$ cat config.mk
export PLATFORM = sky130hd
export DESIGN_NAME = axi4_lite_lsu_master
export DESIGN_NICKNAME = d
export VERILOG_FILES = /design/src/rtl/axi4_lite_lsu_master_pkg.sv /design/src/rtl/axi4_lite_lsu_master.sv
export SDC_FILE = /design/constraint.sdc
export NUM_CORES = 1
export LEC_CHECK = 0
export ABC_AREA = 1
export CELL_PAD_IN_SITES_DETAIL_PLACEMENT = 0
export CELL_PAD_IN_SITES_GLOBAL_PLACEMENT = 2
export CORE_ASPECT_RATIO = 0.75
export CORE_UTILIZATION = 22
export CTS_CLUSTER_SIZE = 40
export DETAILED_ROUTE_END_ITERATION = 12
export GPL_TIMING_DRIVEN = 0
export PLACE_DENSITY = 0.84
export SYNTH_ARGS = -nofsm -noshare
export SYNTH_HDL_FRONTEND = slang
export SYNTH_SLANG_ARGS = --single-unit
$ cat constraint.sdc
create_clock -name ACLK -period 1.7 [get_ports ACLK]
set_input_delay 0.255 -clock ACLK [delete_from_list [all_inputs] [get_ports ACLK]]
set_output_delay 0.255 -clock ACLK [all_outputs]
set_load 0.05 [all_outputs]
$ cat src/rtl/axi4_lite_lsu_master_pkg.sv
// Shared definitions for the LSU-side AXI4-Lite master: bus widths and AXI response encodings.
package axi4_lite_lsu_master_pkg;

  localparam int unsigned AddrW = 32;
  localparam int unsigned DataW = 32;

  typedef logic [1:0] axi_resp_t;

  localparam axi_resp_t AxiRespOkay   = 2'b00;
  localparam axi_resp_t AxiRespSlvErr = 2'b10;

  function automatic logic resp_is_err(axi_resp_t resp);
    return resp != AxiRespOkay;
  endfunction

endpackage

$ cat src/rtl/axi4_lite_lsu_master.sv
// AXI4-Lite master bridging the LSU's single-request memory port onto AW/W/B/AR/R.
// One transaction in flight; the LSU is stalled (MEM_READY=0) until it completes.
module axi4_lite_lsu_master
  import axi4_lite_lsu_master_pkg::*;
#(
  parameter int unsigned ADDR_W = AddrW,
  parameter int unsigned DATA_W = DataW
) (
  input  logic                ACLK,
  input  logic                ARESETn,
  input  logic                MEM_REQ,
  input  logic                MEM_WE,
  input  logic [ADDR_W-1:0]   MEM_ADDR,
  input  logic [DATA_W-1:0]   MEM_WDATA,
  input  logic [DATA_W/8-1:0] MEM_WSTRB,
  output logic                MEM_READY,
  output logic                MEM_DONE,
  output logic [DATA_W-1:0]   MEM_RDATA,
  output logic                MEM_ERR,
  output logic                AW_VALID,
  input  logic                AW_READY,
  output logic [ADDR_W-1:0]   AW_ADDR,
  output logic                W_VALID,
  input  logic                W_READY,
  output logic [DATA_W-1:0]   W_DATA,
  output logic [DATA_W/8-1:0] W_STRB,
  input  logic                B_VALID,
  output logic                B_READY,
  input  logic [1:0]          B_RESP,
  output logic                AR_VALID,
  input  logic                AR_READY,
  output logic [ADDR_W-1:0]   AR_ADDR,
  input  logic                R_VALID,
  output logic                R_READY,
  input  logic [DATA_W-1:0]   R_DATA,
  input  logic [1:0]          R_RESP
);

  localparam int unsigned StrbW = DATA_W / 8;

  typedef enum logic [2:0] {
    StIdle,
    StWrReq,
    StWrResp,
    StRdReq,
    StRdResp
  } state_e;

  state_e              state_q, state_d;
  logic                aw_done_q, aw_done_d;
  logic                w_done_q, w_done_d;
  logic [ADDR_W-1:0]   addr_q, addr_d;
  logic [DATA_W-1:0]   wdata_q, wdata_d;
  logic [StrbW-1:0]    wstrb_q, wstrb_d;
  logic                done_q, done_d;
  logic                err_q, err_d;
  logic [DATA_W-1:0]   rdata_q, rdata_d;

  always_comb begin
    state_d   = state_q;
    aw_done_d = aw_done_q;
    w_done_d  = w_done_q;
    addr_d    = addr_q;
    wdata_d   = wdata_q;
    wstrb_d   = wstrb_q;
    done_d    = 1'b0;
    err_d     = err_q;
    rdata_d   = rdata_q;

    unique case (state_q)
      StIdle: begin
        if (MEM_REQ) begin
          addr_d    = MEM_ADDR & ~(ADDR_W'(3));
          wdata_d   = MEM_WDATA;
          wstrb_d   = MEM_WSTRB;
          aw_done_d = 1'b0;
          w_done_d  = 1'b0;
          if (!MEM_WE) begin
            state_d = StRdReq;
          end else if (MEM_WSTRB != '0) begin
            state_d = StWrReq;
          end else begin
            // The slave never answers an empty-strobe write, so complete it locally.
            done_d = 1'b1;
            err_d  = 1'b0;
          end
        end
      end
      StWrReq: begin
        aw_done_d = aw_done_q | (AW_VALID & AW_READY);
        w_done_d  = w_done_q | (W_VALID & W_READY);
        if (aw_done_d && w_done_d) begin
          state_d = StWrResp;
        end
      end
      StWrResp: begin
        if (B_VALID) begin
          state_d = StIdle;
          done_d  = 1'b1;
          err_d   = resp_is_err(B_RESP);
        end
      end
      StRdReq: begin
        if (AR_READY) begin
          state_d = StRdResp;
        end
      end
      StRdResp: begin
        if (R_VALID) begin
          state_d = StIdle;
          done_d  = 1'b1;
          err_d   = resp_is_err(R_RESP);
          rdata_d = R_DATA;
        end
      end
      default: state_d = StIdle;
    endcase
  end

  always_ff @(posedge ACLK or negedge ARESETn) begin
    if (!ARESETn) begin
      state_q   <= StIdle;
      aw_done_q <= 1'b0;
      w_done_q  <= 1'b0;
      addr_q    <= '0;
      wdata_q   <= '0;
      wstrb_q   <= '0;
      done_q    <= 1'b0;
      err_q     <= 1'b0;
      rdata_q   <= '0;
    end else begin
      state_q   <= state_d;
      aw_done_q <= aw_done_d;
      w_done_q  <= w_done_d;
      addr_q    <= addr_d;
      wdata_q   <= wdata_d;
      wstrb_q   <= wstrb_d;
      done_q    <= done_d;
      err_q     <= err_d;
      rdata_q   <= rdata_d;
    end
  end

  // All channel controls decode straight from registered state, so reset drops them at once.
  assign MEM_READY = (state_q == StIdle);
  assign MEM_DONE  = done_q;
  assign MEM_ERR   = err_q;
  assign MEM_RDATA = rdata_q;

  assign AW_VALID  = (state_q == StWrReq) && !aw_done_q;
  assign W_VALID   = (state_q == StWrReq) && !w_done_q;
  assign B_READY   = (state_q == StWrResp);
  assign AR_VALID  = (state_q == StRdReq);
  assign R_READY   = (state_q == StRdResp);

  assign AW_ADDR   = addr_q;
  assign AR_ADDR   = addr_q;
  assign W_DATA    = wdata_q;
  assign W_STRB    = wstrb_q;

endmodule
==> out/results.tsv, run 1 <==
stage	metric	value	unit
timing	Fin Setup TNS	0	ns
route	Pre-antenna DRT Iters	4	
final_layout	diode count	0	
setup_path	CP Class	reg -> out	
clock_tree	Worst-path clk slew	0.08	ns
route	total vias in the final route	3800	
route	highest metal used	met4	
timing	worst slew pin tran	0.5440	ns
setup_path	Critical Path AT	1.38	ns
timing	Max transition margin	0.6388	
floorplan	core region area	20210	um^2
global_route	grt total ovfl	0	
setup_path	R2R depth	9	
timing	Slew Limit Fails	0	
clock_tree	root buf cell	clkbuf_16	
route	Metal-1 WL	6.342	mm
final_layout	post-layout util	0.3733	
synth	synth top area cells	dfrtp_1, nand2_1, mux2_4, buf_4, nand3_1	
setup_path	crit-path max FO	9	
synth	Primary FF master, synth	dfrtp_1	
floorplan	Rows	45	
timing	final worst slack	0.06765	ns
route	met3 wire length	974	um
final_layout	nets	828	
synth	Synth Area per Inst	9.990	um^2
synth	Yosys top cell by area	dfrtp_1	
synth	most frequent cell after synthesis	nand2_1	
route	# DRC	0	
route	vias per cell	3.885	
setup_path	nature of the critical path endpoint	primary output	
final_layout	final std cell area, no fill	7545	um^2
setup_path	Setup crit start kind	flop	
clock_tree	CTS buffer count	9	
timing	clk_skew	0.006544	ns
clock_tree	post-CTS repair timing setup buffer count	0	
final_layout	share of layout cells above drive strength 1	0.1681	
floorplan	Die Span Y	126.2	um
synth	Synth top area share	0.5806	
placed_design	GPL Wtd Cong	0.6977	
route	Detailed Route WL	13.56	mm
route	DR iter-0 viols	191	
route	met2 wire length	6.128	mm
setup_path	R2R Path End	AR_ADDR[22]	
synth	count of different cell masters after synthesis	21	
clock_tree	TritonCTS clock tree	done	
synth	ys async rst share	1.000	
timing	Final Hold Viols	0	
route	WL/cell	13.86	um
global_route	antenna violations before repair	0	
synth	Post-synth top cells	nand2_1, dfrtp_1, buf_4	
synth	sequential share of the synthesized area	0.5806	
final_layout	# fillers	2135	
final_layout	Layout area overhead	66.71	%
global_route	vias in the first global route	3811	
synth	flop and latch count out of synthesis	105	
clock_tree	CTS HTree Levels	3	
pwr	Worst VDD drop	0.9380	mV
synth	Mapped Area	4526	um^2
placed_design	Placement Setup Slack	-0.3384	ns
pwr	Pleak	4.111	nW
run	Max Cap Viol	0	
floorplan	die width	167.6	um
synth	Syn Inst Count	453	
global_route	Overall Global Routing Usage	0.1334	
setup_path	R2R Path Start	state_q[0]	
placed_design	dpl hpwl	10.25	mm
setup_path	register-to-register setup slack	0.11	ns
clock_tree	clock sink total	105	
global_route	first-pass GRT wire length	21.60	mm
synth	EDFF count, synth	0	
worst_hold_path	worst min path class	in -> async	
floorplan	Die ar.	21150	um^2
route	DRT antenna net count	0	
status	outcome	completed	
timing	final critical-path share of the clock period	0.9602	
clock_tree	Max Buffers Root-to-Sink	2	
placed_design	area post-placement	7356	um^2
clock_tree	Clock Latency Late Sink	0.35	ns
timing	# setup viols final	0	
global_route	largest net degree at the start of global routing	77	
floorplan	Initial Utilization	0.2239	
pwr	total power per unit cell area	2289	nW/um^2
setup_path	WP data required	1.44	ns
pwr	Pwr Total	17.27	mW
synth	Yosys Warn Count	0	
floorplan	Top Ports	253	
timing	fmax	612.6	MHz
placed_design	Port-buffer cells	246	
timing	final worst path period need	1.632	ns
-- cell families after synthesis --
logic type	share of synthesized area
muxes	0.1045
AOI/OAI and AO/OA	0.004424
DFF	0.5806
buffers and inverters	0.09400
other	0.0008286
and+or+nand+nor	0.2156
-- worst max-delay path by stage --
stage          cells past startpoint             to  slack (ns)       start
6_report                           3        B_READY        0.07  state_q[0]
5_1_grt                            4        W_VALID      -0.002  state_q[1]
4_1_cts                            5      MEM_READY       0.007  state_q[0]
3_5_place_dp                       4        W_VALID       -0.34  state_q[1]
3_3_place_gp                       1  MEM_RDATA[10]       -4.10     ARESETn
2_1_floorplan                      5   MEM_RDATA[0]       -0.14  state_q[2]
-- timing repair --
| action | CTS | global route |
|---|---|---|
| pin swaps | 0 | 2 |
| endpoints found under the setup margin | 156 | 47 |
| gates resized for setup | 174 | 13 |
| hold endpoints to repair | 29 | 0 |
| hold buffers | 1 | 0 |
-- cells in the final DEF (no fill, tap or decap) --
master / count
nor2_4: 2
clkdlybuf4s50_1: 109
nand3b_1: 1
dfrtp_1: 103
clkinv_2: 1
nand3_2: 1
nand3_1: 8
nor2_2: 3
nand2_2: 2
inv_2: 2
inv_8: 2
nor2_1: 4
nand2_1: 219
inv_4: 1
clkbuf_16: 9
bufinv_16: 1
inv_1: 11
clkbuf_1: 2
nor3_2: 1
dlygate4sd3_1: 1
dlygate4sd2_1: 130
o21ai_0: 4
buf_4: 44
mux2_4: 30
buf_6: 9
nand4_1: 3
nor3_4: 1
conb_1: 4
buf_2: 1
clkbuf_2: 3
mux2_2: 2
inv_6: 3
dfrtp_2: 2
buf_16: 1
-- area by class of cell --
class | instances | area, um^2 | area share
clock inverters | 7 | 83.83 | 0.01111
well taps | 258 | 322.8 | 0.04279
multi-input cells | 285 | 1501 | 0.1990
flip-flops and latches | 105 | 2630 | 0.3486
clock buffers | 9 | 225.2 | 0.02985
inverters | 14 | 55.05 | 0.007297
plain buffers | 52 | 391.6 | 0.05191
repair buffers | 248 | 2335 | 0.3095
-- per-stage QoR --
stage,hold slack [ns],cells
finish,0.3454,978
global route,0.3627,978
CTS,0.3463,978
detailed placement,0.1548,961
global placement,0.4538,960
floorplan,-0.04059,456
-- report_power, final --
group	internal [mW]	switching [mW]	leakage (nW)
clock network	1.18	1.04	0.155
logic	3.17	7.51	2.64
registers	3.66	0.714	1.32
-- registers in the layout, indices dropped and copies added, names as in the netlist --
signal / flops
AR_ADDR: 30
state_q: 3
W_STRB: 4
MEM_DONE: 1
w_done_q: 1
W_DATA: 32
MEM_ERR: 1
aw_done_q: 1
MEM_RDATA: 32
-- metal layers --
metal,vias up,global-route usage
met5,-,0
met4,0,0.03400
met3,8,0.04745
met2,151,0.2103
met1,1753,0.1735
li1,1888,-
-- critical path, stage by stage (launching register included) --
cell and delay, ns:
dfrtp_1 0.36, buf_4 0.18, nor3_2 0.25, buf_4 0.24
(Power assumes the default switching activity.)
==> run 2, diff against run 1 <==
--- a/config.mk
+++ b/config.mk
@@ -7,4 +7,5 @@
 export LEC_CHECK = 0
 export ABC_AREA = 1
+export CAP_MARGIN = 20
 export CELL_PAD_IN_SITES_DETAIL_PLACEMENT = 0
 export CELL_PAD_IN_SITES_GLOBAL_PLACEMENT = 2
==> constraint.sdc (replaced) <==
create_clock -name ACLK -period 1.7 [get_ports ACLK]
set_input_delay 0.255 -clock ACLK [delete_from_list [all_inputs] [get_ports ACLK]]
set_output_delay 0.255 -clock ACLK [all_outputs]
set_load 0.01 [all_outputs]
==> out/results.tsv, run 2 (synthesized netlist as in run 1, its figures left out) <==
stage	metric	value	unit	change
status	outcome	completed		unchanged
final_layout	most frequent cells in the layout	clkdlybuf4s50_1, nand2_1, dfrtp_1		was nand2_1, dlygate4sd2_1, clkdlybuf4s50_1
timing	RSZ-0062 raised after global routing	true		
floorplan	Initial Utilization	0.2239		unchanged
setup_path	CP Cell Sequence	inv_4 -> nand3_2 -> nor2_2 -> clkdlybuf4s15_2		was buf_4 -> nor3_2 -> buf_4
floorplan	core region area	20210	um^2	unchanged
clock_tree	TritonCTS clock tree	done		unchanged
timing	final worst slack	0.05152	ns	was 0.06765 ns
setup_path	worst path bufs/invs	2		unchanged
timing	# setup viols final	0		unchanged
timing	final critical-path share of the clock period	0.9697		was 0.9602
setup_path	CP max stage cell	dfrtp_2		was dfrtp_1
setup_path	R2R depth	8		was 9
setup_path	Setup crit start kind	flop		unchanged
pwr	Pleak	3.838	nW	was 4.111 nW
timing	fmax	606.6	MHz	was 612.6 MHz
route	vias per cell	3.888		was 3.885
floorplan	Die ar.	21150	um^2	unchanged
setup_path	Critical Path Stages	4		was 3
floorplan	Top Ports	253		unchanged
placed_design	GPL Wtd Cong	0.7490		was 0.6977
timing	Final Hold Viols	0		unchanged
global_route	Overall Global Routing Usage	0.1261		was 0.1334
setup_path	CP Class	reg -> out		unchanged
placed_design	dpl hpwl	9.826	mm	was 10.25 mm
setup_path	R2R Path Start	state_q[0]		unchanged
setup_path	Critical Path Max Stage Delay	0.48	ns	was 0.36 ns
setup_path	crit-path max FO	5		was 9
route	WL/cell	13.27	um	was 13.86 um
clock_tree	Worst-path clk slew	0.07	ns	was 0.08 ns
floorplan	Rows	45		unchanged
final_layout	FF+latch area	2630	um^2	unchanged
floorplan	die width	167.6	um	unchanged
route	# DRC	0		unchanged
global_route	vias in the first global route	3749		was 3811
final_layout	share of layout cells above drive strength 1	0.1761		was 0.1681
setup_path	cell family with most CP delay	flip-flops		was buffers and inverters
setup_path	Critical Path Source	state_q[1]		was state_q[0]
route	DRT antenna net count	0		unchanged
final_layout	most common cell after layout, fill and taps aside	clkdlybuf4s50_1		was nand2_1
route	DR iter-0 viols	167		was 191
global_route	first-pass GRT wire length	20.67	mm	was 21.60 mm
timing	Max transition margin	0.6410		was 0.6388
floorplan	Die Span Y	126.2	um	unchanged
final_layout	Layout area overhead	72.13	%	was 66.71%
clock_tree	Clock Latency Late Sink	0.35	ns	about the same
route	Detailed Route WL	13.07	mm	was 13.56 mm
timing	Fin Setup TNS	0	ns	unchanged
placed_design	Port-buffer cells	246		unchanged
final_layout	nets	835		was 828
placed_design	Placement Setup Slack	-0.1508	ns	was -0.3384 ns
clock_tree	Max Buffers Root-to-Sink	2		unchanged
timing	final worst path period need	1.648	ns	was 1.632 ns
setup_path	Critical Path AT	1.39	ns	was 1.38 ns
clock_tree	CTS HTree Levels	3		unchanged
route	Pre-antenna DRT Iters	4		unchanged
pwr	Worst VDD drop	0.7258	mV	was 0.9380 mV
final_layout	area of the multi-input gates	1508	um^2	was 1501 um^2
timing	clk_skew	0.007055	ns	was 0.006544 ns
global_route	largest net degree at the start of global routing	54		was 77
final_layout	diode count	0		unchanged
clock_tree	CTS buffer count	9		unchanged
run	Max Cap Viol	0		unchanged
setup_path	nature of the critical path endpoint	primary output		unchanged
worst_hold_path	worst min path class	in -> async		unchanged
route	total vias in the final route	3830		was 3800
final_layout	# fillers	2034		was 2135
timing	worst slew pin tran	0.5386	ns	was 0.5440 ns
clock_tree	clock sink total	105		unchanged
global_route	grt total ovfl	0		unchanged
global_route	antenna violations before repair	0		unchanged
clock_tree	root buf cell	clkbuf_16		unchanged
pwr	total power per unit cell area	1785	nW/um^2	was 2289 nW/um^2
setup_path	WP data required	1.44	ns	about the same
timing	Slew Limit Fails	0		unchanged
==> run 2: cell count changes in the layout (fill, tap and decap cells not counted), sizes merged, moves of 2 or more <==
| cell | previous run | this run |
|---|---|---|
| dlygate4sd2 | 130 | 1 |
| clkdlybuf4s50 | 109 | 237 |
| clkbuf | 14 | 17 |
| buf | 55 | 57 |
| clkdlybuf4s15 | 0 | 2 |
| dlymetal6s2s | 0 | 2 |
==> run 2: report_power, final <==
group          switching (mW)  internal [mW]  total, mW
logic                    2.93           4.22       7.15
registers               0.766           3.66       4.43
clock network           0.979           1.35       2.33
==> run 2: cell type report <==
cell class              count  area share
plain buffers              52     0.05043
clock buffers              10     0.03068
clock inverters             6     0.01221
inverters                  14    0.007388
multi-input cells         285      0.1935
flip-flops and latches    105      0.3376
well taps                 258     0.04144
repair buffers            255      0.3267
==> run 2: per-layer routing <==
layer,vias to the layer above,share of wire,routed length (um),track usage
met1,1752,0.48,6259,0.1685
met4,0,0.011,138,0.03724
met5,-,0,0,0
met3,9,0.099,1290,0.05531
met2,175,0.41,5385,0.1826
li1,1894,-,-,-
==> run 2: final timing paths <==
check	end	slack [ns]
min	MEM_RDATA[10]	0.41
min reg2reg	W_DATA[16]	0.47
max reg2reg	W_DATA[21]	0.11
max	W_VALID	0.05
max in group asynchronous	W_DATA[24]	0.61
min in group ACLK	AR_ADDR[8]	0.44
==> run 2: timing repair <==
action	CTS	global route
hold buffers	1	0
cloned	0	0
pin swaps	2	1
endpoints found under the setup margin	20	43
buffers inserted	4	3
gates resized for setup	22	23
hold endpoints to repair	52	0
==> run 2: per-stage QoR <==
stage                     power [mW]  area [um^2]  cells  hold slack (ns)  utilization
after floorplan                7.600         4537    456         -0.04059            -
final                          13.91         7790    985           0.4117       0.3854
after global placement         11.51         7322    960           0.4533       0.3622
after detailed placement       11.55         7351    961           0.2457       0.3637
after CTS                      14.09         7752    982           0.4144       0.3835
after global routing           14.90         7790    985           0.4244       0.3854
==> run 3, diff against run 2 <==
Settings changed: RECOVER_POWER set to 25.
==> out/results.tsv, run 3 (synthesized netlist as in run 1, its figures left out) <==
stage	metric	value	unit	change
global_route	vias in the first global route	3749		unchanged
final_layout	# fillers	2039		was 2034
placed_design	dpl hpwl	9.826	mm	unchanged
clock_tree	CTS HTree Levels	3		unchanged
floorplan	Rows	45		unchanged
setup_path	nature of the critical path endpoint	primary output		unchanged
timing	Max transition margin	0.4812		was 0.6410
final_layout	most frequent cells in the layout	clkdlybuf4s50_1, nand2_1, dfrtp_1		unchanged
final_layout	area of the multi-input gates	1508	um^2	unchanged
timing	RSZ-0062 raised after global routing	true		unchanged
setup_path	cell family with most CP delay	flip-flops		unchanged
pwr	switching pwr	4.669	mW	was 4.675 mW
final_layout	FF+latch area	2630	um^2	unchanged
placed_design	Port-buffer cells	246		unchanged
route	Detailed Route WL	13.07	mm	about the same
clock_tree	CTS buffer count	9		unchanged
pwr	Worst VDD drop	0.7261	mV	was 0.7258 mV
route	# DRC	0		unchanged
setup_path	Critical Path Max Stage Delay	0.48	ns	about the same
floorplan	Top Ports	253		unchanged
pwr	Sw Share	0.3360		was 0.3362
setup_path	register-to-register setup slack	0.11	ns	about the same
floorplan	Initial Utilization	0.2239		unchanged
pwr	Seq pwr share	0.318		about the same
setup_path	R2R Path Start	state_q[0]		unchanged
final_layout	filler-free cell count of the finished design	985		unchanged
final_layout	final std cell area, no fill	7770	um^2	was 7790 um^2
timing	Final Hold Viols	0		unchanged
route	WL/cell	13.27	um	about the same
status	outcome	completed		unchanged
clock_tree	clock sink total	105		unchanged
clock_tree	Worst-path clk slew	0.08	ns	was 0.07 ns
global_route	Overall Global Routing Usage	0.1261		unchanged
route	DR iter-0 viols	159		was 167
route	DRT antenna net count	0		unchanged
placed_design	Placement Setup Slack	-0.1508	ns	unchanged
global_route	antenna violations before repair	0		unchanged
timing	final worst path period need	1.650	ns	was 1.648 ns
global_route	grt total ovfl	0		unchanged
run	Max Cap Viol	0		unchanged
timing	clk_skew	0.009027	ns	was 0.007055 ns
final_layout	diode count	0		unchanged
final_layout	Layout area overhead	71.69	%	was 72.13%
timing	fmax	606.1	MHz	was 606.6 MHz
setup_path	WP data required	1.44	ns	about the same
setup_path	Critical Path Stages	4		unchanged
setup_path	worst path bufs/invs	2		unchanged
timing	final critical-path share of the clock period	0.9705		was 0.9697
setup_path	CP max stage cell	dfrtp_2		unchanged
pwr	total power per unit cell area	1788	nW/um^2	was 1785 nW/um^2
clock_tree	Clock Latency Late Sink	0.35	ns	about the same
setup_path	R2R depth	8		unchanged
floorplan	Die Span Y	126.2	um	unchanged
global_route	largest net degree at the start of global routing	54		unchanged
placed_design	GPL Wtd Cong	0.7490		unchanged
final_layout	nets	835		unchanged
final_layout	share of layout cells above drive strength 1	0.1761		unchanged
pwr	Pleak	3.830	nW	was 3.838 nW
pwr	Comb power frac	0.514		about the same
timing	# setup viols final	0		unchanged
timing	final worst slack	0.05013	ns	was 0.05152 ns
worst_hold_path	hold path start	MEM_ADDR[8]		
setup_path	R2R Path End	W_DATA[21]		unchanged
placed_design	Post-Place Cells	961		unchanged
floorplan	Die ar.	21150	um^2	unchanged
global_route	first-pass GRT wire length	20.67	mm	unchanged
placed_design	area post-placement	7351	um^2	unchanged
clock_tree	TritonCTS clock tree	done		unchanged
route	total vias in the final route	3825		was 3830
timing	Slew Limit Fails	0		unchanged
route	vias per cell	3.883		was 3.888
worst_hold_path	hold endpoint	AR_ADDR[8]		
timing	Hold Worst Slack	0.4387	ns	was 0.4117 ns
pwr	Pint	9.225	mW	was 9.230 mW
floorplan	die width	167.6	um	unchanged
route	Pre-antenna DRT Iters	4		unchanged
setup_path	crit-path max FO	5		unchanged
clock_tree	Max Buffers Root-to-Sink	2		unchanged
setup_path	CP Class	reg -> out		unchanged
floorplan	core region area	20210	um^2	unchanged
worst_hold_path	worst min path class	in -> reg		was in -> async
setup_path	Critical Path AT	1.39	ns	about the same
setup_path	Setup crit start kind	flop		unchanged
timing	worst slew pin tran	0.7782	ns	was 0.5386 ns
worst_hold_path	worst hold path depth	3		
setup_path	CP Cell Sequence	inv_4 -> nand3_2 -> nor2_2 -> clkdlybuf4s15_2		unchanged
pwr	Clock power frac	0.168		about the same
clock_tree	root buf cell	clkbuf_16		unchanged
final_layout	most common cell after layout, fill and taps aside	clkdlybuf4s50_1		unchanged
-- run 3: cell count changes in the layout (fill, tap and decap cells not counted), sizes merged --
| cell | before | now |
|---|---|---|
| buf | 57 | 56 |
| clkbuf | 17 | 18 |
-- run 3: power groups by stage --
stage / clock network (mW) / registers, mW / logic (mW)
5_1_grt: 2.54 / 4.59 / 7.76
2_1_floorplan: 0 / 4.87 / 2.73
6_report: 2.33 / 4.42 / 7.14
3_3_place_gp: 0 / 4.43 / 7.07
3_5_place_dp: 0 / 4.43 / 7.12
4_1_cts: 2.46 / 4.44 / 7.19
-- run 3: how the worst max path moves through the flow --
| stage | start | to | slack, ns |
|---|---|---|---|
| 6_report | state_q[1] | W_VALID | 0.05 |
| 5_1_grt | state_q[1] | AW_VALID | -0.07 |
| 4_1_cts | state_q[0] | B_READY | 0.004 |
| 3_5_place_dp | state_q[1] | B_READY | -0.15 |
| 3_3_place_gp | ARESETn | AR_ADDR[16] | -4.05 |
| 2_1_floorplan | state_q[0] | MEM_RDATA[0] | 0.21 |
-- run 3: worst min-delay path, delay by kind of cell --
family,cells,cell delay [ns]
buf+inv,1,0.39
simple gates,2,0.10
-- run 3: what timing repair did --
item	CTS	global route
endpoints found under the hold margin	52	0
pin swaps	2	1
hold buffers	1	0
cloned	0	0
endpoints found under the setup margin	20	43
resized for setup	22	23
setup buffers	4	3
-- run 3: routing by layer --
| layer | vias up | global-route usage | wire length (um) |
|---|---|---|---|
| met5 | - | 0 | 0 |
| met4 | 0 | 0.03724 | 138 |
| met3 | 9 | 0.05531 | 1293 |
| met2 | 175 | 0.1826 | 5431 |
| met1 | 1747 | 0.1685 | 6207 |
| li1 | 1894 | - | - |
-- run 3: per-stage QoR --
| step | power [mW] | TNS (ns) | util |
|---|---|---|---|
| after floorplan | 7.600 | 0 | - |
| after global placement | 11.51 | -424.88 | 0.3622 |
| after detailed placement | 11.55 | -1.012 | 0.3637 |
| after CTS | 14.09 | 0 | 0.3835 |
| after global routing | 14.89 | -0.2193 | 0.3844 |
| final | 13.89 | 0 | 0.3844 |
-- run 3: layout make-up --
cell class | count | share of cell area
buffer | 52 | 0.05056
inverter | 14 | 0.007407
multi-input combinational | 285 | 0.1940
sequential | 105 | 0.3385
clock inverter | 6 | 0.01224
clock buffer | 10 | 0.03076
timing repair buffer | 255 | 0.3250
tap | 258 | 0.04155
